## config.mk

```make
export PLATFORM = sky130hd
export DESIGN_NAME = jk_sync_counter
export DESIGN_NICKNAME = d
export VERILOG_FILES = /design/src/rtl/jk_pkg.sv /design/src/rtl/jk_ff.sv /design/src/rtl/jk_sync_counter.sv
export SDC_FILE = /design/constraint.sdc
export NUM_CORES = 1
export LEC_CHECK = 0
export CAP_MARGIN = 15
export CORE_MARGIN = 1.5
export CORE_UTILIZATION = 53
export DETAILED_ROUTE_END_ITERATION = 7
export PLACE_DENSITY = 0.83
export SETUP_SLACK_MARGIN = 0.4
export SYNTH_ARGS = -nofsm -noshare
export SYNTH_HDL_FRONTEND = slang
export SYNTH_HIERARCHICAL = 1
export SYNTH_SLANG_ARGS = --single-unit
```

## constraint.sdc

```tcl
create_clock -name clk -period 5.25 [get_ports clk]
set_clock_uncertainty 0.05 [all_clocks]
set_input_delay 1.05 -clock clk [delete_from_list [all_inputs] [get_ports clk]]
set_output_delay 1.05 -clock clk [all_outputs]
set_load 0.05 [all_outputs]
```

## src/rtl/jk_pkg.sv

```systemverilog
// Shared J/K flip-flop drive codes and the next-state-to-J/K encoder used by
// counters built from jk_ff cells.
package jk_pkg;

    // {J, K} drive codes.
    localparam logic [1:0] JK_HOLD = 2'b00;
    localparam logic [1:0] JK_RST  = 2'b01;
    localparam logic [1:0] JK_SET  = 2'b10;
    localparam logic [1:0] JK_TGL  = 2'b11;

    // Excitation for one bit: moving from q to n. Never returns JK_TGL, so a
    // cell is only ever set, reset or held.
    function automatic logic [1:0] jk_encode(input logic q, input logic n);
        return {~q & n, q & ~n};
    endfunction

endpackage

```

## src/rtl/jk_ff.sv

```systemverilog
// Single J/K flip-flop with synchronous active-high reset and complementary output.
module jk_ff
    import jk_pkg::*;
(
    input  logic clk,
    input  logic rst,
    input  logic j,
    input  logic k,
    output logic q,
    output logic qb
);

    logic state_q;

    // NOTE: sequential state uses non-blocking assignments so every flop
    // samples the pre-edge values of its inputs.
    always_ff @(posedge clk) begin
        if (rst) begin
            state_q <= 1'b0;
        end else begin
            case ({j, k})
                JK_HOLD: state_q <= state_q;
                JK_RST:  state_q <= 1'b0;
                JK_SET:  state_q <= 1'b1;
                default: state_q <= ~state_q;
            endcase
        end
    end

    assign q  = state_q;
    assign qb = ~state_q;

endmodule

```

## src/rtl/jk_sync_counter.sv

```systemverilog
// Synchronous up/down counter with clamped parallel load, built from one jk_ff
// per bit; tc is combinational, wrap is a registered one-cycle pulse.
module jk_sync_counter
    import jk_pkg::*;
#(
    parameter int WIDTH = 4,
    parameter int MAXV  = 2**WIDTH - 1
) (
    input  logic             clk,
    input  logic             rst,
    input  logic             en,
    input  logic             up,
    input  logic             load,
    input  logic [WIDTH-1:0] d,
    output logic [WIDTH-1:0] q,
    output logic             tc,
    output logic             wrap
);

    localparam logic [WIDTH-1:0] MAX_Q = WIDTH'(MAXV);

    logic [WIDTH-1:0] cnt_d;
    logic [WIDTH-1:0] ff_j;
    logic [WIDTH-1:0] ff_k;
    logic             wrap_d;
    logic             wrap_q;

    // NOTE: every combinational output gets a default first so no path can
    // leave it unassigned and infer a latch.
    always_comb begin
        cnt_d = q;
        if (load) begin
            cnt_d = (d > MAX_Q) ? MAX_Q : d;
        end else if (en) begin
            if (up) begin
                cnt_d = (q == MAX_Q) ? '0 : q + WIDTH'(1);
            end else begin
                cnt_d = (q == '0) ? MAX_Q : q - WIDTH'(1);
            end
        end
    end

    always_comb begin
        ff_j = '0;
        ff_k = '0;
        for (int i = 0; i < WIDTH; i++) begin
            {ff_j[i], ff_k[i]} = jk_encode(q[i], cnt_d[i]);
        end
    end

    for (genvar g = 0; g < WIDTH; g++) begin : gen_bit
        jk_ff u_ff (
            .clk (clk),
            .rst (rst),
            .j   (ff_j[g]),
            .k   (ff_k[g]),
            .q   (q[g]),
            .qb  ()
        );
    end

    assign tc = (up & (q == MAX_Q)) | (~up & (q == '0));

    // A wrap only counts when the enabled step actually ran from the terminal value.
    assign wrap_d = en & ~load & tc;

    always_ff @(posedge clk) begin
        if (rst) begin
            wrap_q <= 1'b0;
        end else begin
            wrap_q <= wrap_d;
        end
    end

    assign wrap = wrap_q;

endmodule

```

# Word level (Yosys, flattened, before mapping)
# Index checks and enable logic that the tools add are counted.
# classes
n_addsub	2
bitwise	23
eq_ne	9
order_cmp	1
n_reduce_logical	5
muxes	10
# op_table
cell	n
4-bit two-way mux	6
1-bit bitwise AND	12
1-bit one-hot mux with 3 select lines	4
1-bit NOT	10
2-bit by 1-bit == test with 1-bit output, second input constant	4
2-bit == test, second input constant	4
2-bit logical NOT	4
4-bit by 1-bit adder with 4-bit output, second input constant	1
4-bit == test, second input constant	1
4-bit > comparator, second input constant	1
4-bit logical NOT	1
4-bit by 1-bit subtractor with 4-bit output, second input constant	1
1-bit bitwise OR	1
# word_totals
wordCells	55
input_bits	9
output_inout_bits	6
regBits	5

# Logic depth before layout (Yosys ltp)
# Gate-level depths: netlist (run 1).
# logic_depth
word_depth	9
mapped_depth	10
depth_no_buf	10

# Modules after synthesis
# Netlist (run 1), hierarchy kept.
# modules_own_cells
module	n_inst	area_each_um2	cells_each
jk_sync_counter	1	374.1	48
jk_ff	4	80.1	10

# Worst setup path before layout (run 1)
# No wires, ideal clock.
# synth_path
path_type	input -> output
from	input port up
to	output port tc
stages	3
slack_ps	2308
arrival_time_ps	1842
cell_sequence	clkbuf_2 nand2b_4 o31ai_4
# synth_between
elab_chain_len	3
elab_cells_between_ends	4
classes_between	bitwise: 4
# synth_lines
item	line	text
from (decl)	jk_sync_counter.sv:12	input logic up,
1-bit NOT	jk_sync_counter.sv:62	assign tc = (up & (q == MAX_Q)) | (~up & (q == '0));
1-bit bitwise AND	jk_sync_counter.sv:62	
1-bit bitwise OR *	jk_sync_counter.sv:62	
to (decl)	jk_sync_counter.sv:16	output logic tc,
# Every way passes the cells marked *; elsewhere a longest branch is shown, timed or not.

# Worst setup path in the final report (run 1)
# Same ends and word-level chain as after synthesis.

==> results of run 1 <==
[through the flow]
step,power (mW),utilization [%],cells
6_report,0.2931,72.19,112
5_1_grt,0.3143,72.19,112
4_1_cts,0.2941,72.19,112
3_5_place_dp,0.2480,69.91,108
3_3_place_gp,0.2409,69.91,108
2_1_floorplan,0.2054,-,84
[placed cells by master, fill, tap and decap left out, drive strengths merged, types with 4 or more instances in the layout]
master and instances:
a31oi 4, clkbuf 4, clkdlybuf4s50 14, dfxtp 5
ha 10, inv 11, nand2 8, nand3b 5
nor2 6, or3 4
[flip-flops by register name, summed over array words and instances (netlist names)]
name and count:
wrap 1, gen_bit.u_ff/q 4
[power by group]
part	internal [mW]	leakage, nW	total [mW]	switching [mW]
combinational	0.0775	0.268	0.172	0.0943
sequential	0.0466	0.0411	0.0759	0.0293
clock	0.0288	0.0150	0.0454	0.0166
[critical path, delay by kind of cell]
kind | cells | cell delay (ns)
buffers and inverters | 2 | 1.46
and+or+nand+nor | 1 | 0.23
AOI/OAI and AO/OA | 1 | 0.12
[cell type report]
| class | instances | share of cell area [%] |
|---|---|---|
| Multi-Input combinational cell | 64 | 61.02 |
| Clock buffer | 4 | 3.148 |
| Timing Repair Buffer | 14 | 16.79 |
| Tap cell | 14 | 2.099 |
| Inverter | 11 | 4.948 |
| Sequential cell | 5 | 11.99 |
[routing by layer]
layer	vias up	part of all wire (%)	routed length [um]	GRT usage, %
li1	324	-	-	-
met3	3	5.0	73	5.202
met5	-	0	0	0
met4	0	0.89	13	6.897
met2	20	50	731	40.83
met1	310	44	636	28.47
[final timing paths]
kind / from / to / depth (start not counted) / slack (ns)
worst max-delay path: up / tc / 4 / 1.29
worst min-delay path: gen_bit[1].u_ff/q / gen_bit[1].u_ff/q / 2 / 0.60
worst max register to register: gen_bit[0].u_ff/q / gen_bit[1].u_ff/q / 9 / 2.81
worst min register to register: gen_bit[1].u_ff/q / gen_bit[1].u_ff/q / 2 / 0.60
==> metrics.md, run 1 <==
| Metric | Value |
|---|---|
| Fraction of layout cells with a size suffix above 1 | 10.20% |
| Worst setup margin | 1.285 ns |
| First-pass GRT wire length | 2.421 mm |
| H-tree depth | 1 |
| Routed WL | 1.453 mm |
| Chip Width | 38.81 um |
| Leakage power | 0.3245 nW |
| Crit end category | output port |
| CTS tree | yes |
| Post-CTS Setup Bufs | 0 |
| Avg WL per Cell | 12.97 um |
| Worst stage delay on the critical path | 0.83 ns |
| Final cycle utilization of the critical path | 75.52% |
| CP max FO | 7 |
| Tmin final | 3.965 ns |
| Crit path required time | 4.15 ns |
| Diode count | 0 |
| Fmax | 252.2 MHz |
| DRT iter0 DRCs | 8 |
| Critical path class | primary input to output port |
| Post-DP HPWL | 1.144 mm |
| Placer's final routability congestion estimate | 0.8553 |
| Worst Hold Class | flop to flop |
| Worst vdd ir | 0.1746 mV |
| Largest net degree at the start of global routing | 15 |
| Area of placed instances | 808.3 sq um |
| Area growth syn-to-layout | 22.84% |
| Most used cell, CP | clkdlybuf4s50_1 |
| Data arrival time of the worst path | 2.86 ns |
| Post-CTS Resized | 0 |
| Starting Density | 58.77% |
| Place WS | 1.306 ns |
| Site Rows | 12 |
| Clk sinks | 5 |
| Area of the multi-input gates | 509.2 sq um |
| Cell Chain, Critical Path | clkdlybuf4s50_1 -> nand4_1 -> o31ai_4 -> clkdlybuf4s50_1 |
| Synthesized area | 679.4 sq um |
| Nets | 118 |
| Global route overflow | 0 |
| Hold_buf cts | 0 |
| Max cap viols | 0 |
| Initial antenna violation count | 0 |
| Max-slew headroom | 65.91% |
| Drt pass-1 iters | 4 |
| Status | finished, final reports clean |
| Final routed DRC violation total | 0 |
| Slowest CP cell | clkdlybuf4s50_1 |
| Final number of setup-violating endpoints | 0 |
| Total GRT Usage | 23.54% |
| Synth Net Count | 103 |
| Yosys warns | 6 |
| Final-report max-slew violation count | 0 |
| Number of fill cells | 101 |
| Worst-margin pin slew | 0.5106 ns |
| Ports | 15 |
| DRT antenna net count | 0 |
| Vias in the first global route | 552 |
| Syn avg cell area | 8.088 sq um |
| Clock Path Buffers | 2 |
| Routed vias/inst | 5.866 |
| Number of port buffers | 14 |
| Startpoint types | primary input |
| CORE AREA | 0.001156 sq mm |
| FF/Latch Area | 100.1 sq um |
| Clock root cell | clkbuf_4 |
| Design area | 834.6 sq um |
| Power per cell area | 351.2 mW/mm^2 |
| Gate Count Post-Synth | 84 |
| Unrepaired setup endpoints after global routing | false |
| Die area | 0.001506 sq mm |
| Num CTS Buffers | 3 |
| Fin. Hold Viols | 0 |
| Setup TNS | 0 ns |
| Clk Latency, worst-skew pair | 0.25 ns |
| Die height | 38.81 um |
| Clk slew on worst S/H paths | 0.04 ns |
| WHS | 0.5962 ns |
| Vias after detailed routing | 657 |
Note: power is estimated with default switching activity, not from simulation.
==> inputs of run 2 (changes only) <==
--- a/config.mk
+++ b/config.mk
@@ -7,9 +7,9 @@
 export LEC_CHECK = 0
 export CAP_MARGIN = 15
 export CORE_MARGIN = 1.5
-export CORE_UTILIZATION = 53
+export CORE_UTILIZATION = 44
 export DETAILED_ROUTE_END_ITERATION = 7
-export PLACE_DENSITY = 0.83
+export PLACE_DENSITY = 0.74
 export SETUP_SLACK_MARGIN = 0.4
 export SYNTH_ARGS = -nofsm -noshare
 export SYNTH_HDL_FRONTEND = slang
==> constraint.sdc (replaced) <==
create_clock -name clk -period 3.32 [get_ports clk]
set_clock_uncertainty 0.05 [all_clocks]
set_input_delay 0.664 -clock clk [delete_from_list [all_inputs] [get_ports clk]]
set_output_delay 0.664 -clock clk [all_outputs]
set_load 0.05 [all_outputs]
==> metrics.md, run 2 (synthesis results as in run 1) <==
| Metric | Value |
|---|---|
| Clock root cell | clkbuf_4 |
| Leakage power | 0.3259 nW (+0.45%) |
| Most frequent cells in the layout | 13 x clkdlybuf4s50_1, 11 x inv_1, 10 x ha_1 |
| Placer's final routability congestion estimate | 0.7849 (-8.2%) |
| Cell Chain, Critical Path | clkdlybuf4s50_1 -> nand4_1 -> o31ai_4 -> buf_4 |
| Initial antenna violation count | 0 (unchanged) |
| DRT iter0 DRCs | 7 (-1) |
| Hold_buf cts | 0 (unchanged) |
| Worst vdd ir | 0.2149 mV (+23%) |
| Clock share of power | 15.5% (about the same) |
| Clock Path Buffers | 2 (unchanged) |
| Global route overflow | 0 (unchanged) |
| Crit path required time | 2.61 ns (-1.54 ns) |
| Vias in the first global route | 584 (+5.8%) |
| Sw Share | 47.77% (-0.063 points) |
| Nets | 118 (unchanged) |
| Most common cell after layout, fill and taps aside | clkdlybuf4s50_1 |
| Max reg flops | 4 (unchanged) |
| Post-DP HPWL | 1.108 mm (-3.1%) |
| Fraction of layout cells with a size suffix above 1 | 11.22% (+1.0 points) |
| Setup TNS | 0 ns (unchanged) |
| Final std cells w/o fill | 113 (+0.89%) |
| GR peak layer | met2 |
| Worst-margin pin slew | 0.4981 ns (-0.01251 ns) |
| CORE AREA | 0.001366 sq mm (+18%) |
| Clk slew on worst S/H paths | 0.05 ns (about the same) |
| Die area | 0.001789 sq mm (+19%) |
| Total GRT Usage | 17.96% (-5.6 points) |
| Max-slew headroom | 66.69% (+0.78 points) |
| Post-CTS Setup Bufs | 0 (unchanged) |
| Met2 GRT Util | 31.69% (-9.1 points) |
| Status | finished, final reports clean |
| Ports | 15 (unchanged) |
| CTS tree | yes |
| Psw | 0.2193 mW (+56%) |
| Fmax | 384.2 MHz |
| WP buf/inv | 2 (unchanged) |
| Area growth syn-to-layout | 22.65% |
| Logic pwr share | 58.4% (-0.2 points) |
| Clk sinks | 5 (unchanged) |
| Crit end category | output port |
| DRT antenna net count | 0 (unchanged) |
| Unrepaired setup endpoints after global routing | false |
| Crit path max-delay family | buffers and inverters |
| Worst stage delay on the critical path | 0.65 ns (-0.18 ns) |
| Post-CTS Resized | 0 (unchanged) |
| Final routed DRC violation total | 0 (unchanged) |
| Power per cell area | 550.9 mW/mm^2 (+57%) |
| Diode count | 0 (unchanged) |
| Startpoint types | primary input |
| Met1 Resource Use GR | 21.08% (-7.4 points) |
| Vias after detailed routing | 635 (-3.3%) |
| Final-report max-slew violation count | 0 (unchanged) |
| Area of placed instances | 807.0 sq um (-0.15%) |
| Starting Density | 49.73% (-9.0 points) |
| Num CTS Buffers | 3 (unchanged) |
| Largest net degree at the start of global routing | 15 (unchanged) |
| Critical path class | primary input to output port |
| Fin. Hold Viols | 0 (unchanged) |
| Worst Hold Class | flop to flop |
| Avg WL per Cell | 12.51 um (-3.5%) |
| Tmin final | 2.603 ns |
| Routing usage on met3 | 6.466% (+1.3 points) |
| Chip Width | 42.30 um (+9.0%) |
| Routed WL | 1.414 mm (-2.7%) |
| Max cap viols | 0 (unchanged) |
| Number of port buffers | 14 (unchanged) |
| Internal cell power | 0.2398 mW (+57%) |
| Final number of setup-violating endpoints | 0 (unchanged) |
| Design area | 833.3 sq um (-0.15%) |
| Clk Latency, worst-skew pair | 0.24 ns (about the same) |
| Final cycle utilization of the critical path | 78.40% |
| CP max FO | 7 (unchanged) |
| Die height | 42.30 um (+9.0%) |
| Inst Count DP | 109 (+0.93%) |
| Drt pass-1 iters | 4 (unchanged) |
| Sequential power share | 26.0% (about the same) |
| Routed vias/inst | 5.619 (-4.2%) |
| H-tree depth | 1 (unchanged) |
| Slowest CP cell | clkdlybuf4s50_1 |
| Data arrival time of the worst path | 1.89 ns (-0.97 ns) |
| First-pass GRT wire length | 2.490 mm (+2.9%) |
| Site Rows | 13 (+1) |
run 2: cell types whose count changed in the layout (fill, tap and decap cells not counted), sizes merged:
| cell | change |
|---|---|
| clkdlybuf4s50 | -1 |
| buf | +1 |
run 2: layout make-up:
| type | count | area [sq um] |
|---|---|---|
| multi-input cells | 64 | 509.2 |
| repair buffers | 14 | 137.6 |
| fillers | 132 | 533.0 |
| inverters | 11 | 41.29 |
| well taps | 15 | 18.77 |
| clock buffers | 4 | 26.28 |
| flip-flops and latches | 5 | 100.1 |
run 2: per-layer routing:
layer  part of all wire [%]  vias up
met4                      0        0
met1                     48      299
li1                       -      322
met5                      0        -
met3                    4.7        0
met2                     48       14
run 2: worst register-to-register path, stage by stage, from the launching register on:
cell,delay [ns]
dfxtp_1,0.58
inv_1,0.10
ha_1,0.25
o21ba_2,0.24
nor2_1,0.04
o211ai_1,0.20
nand3_1,0.14
inv_1,0.08
ha_1,0.23
or3_1,0.31
a31oi_1,0.17
run 2: metrics by stage:
step	setup slack (ns)	utilization (%)	total power, mW	hold slack (ns)
2_1_floorplan	0.8265	-	0.3247	0.6461
3_3_place_gp	0.5727	59.07	0.3826	0.5801
3_5_place_dp	0.5263	59.07	0.3905	0.6020
4_1_cts	0.7235	60.99	0.4652	0.6081
5_1_grt	0.6315	60.99	0.5016	0.6444
6_report	0.7171	60.99	0.4591	0.5923
run 2: path summary, 6_finish.rpt:
kind | from | to | slack (ns) | cells after the start
min reg2reg | gen_bit[1].u_ff/q | gen_bit[1].u_ff/q | 0.59 | 2
min | gen_bit[1].u_ff/q | gen_bit[1].u_ff/q | 0.59 | 2
max | up | tc | 0.72 | 4
max reg2reg | gen_bit[0].u_ff/q | gen_bit[3].u_ff/q | 0.86 | 10
run 2: power by group through the flow:
stage / combinational [mW] / clock [mW] / sequential (mW)
2_1_floorplan: 0.182 / 0 / 0.143
3_3_place_gp: 0.262 / 0 / 0.120
6_report: 0.268 / 0.0713 / 0.119
3_5_place_dp: 0.270 / 0 / 0.121
5_1_grt: 0.292 / 0.0846 / 0.125
4_1_cts: 0.270 / 0.0749 / 0.120
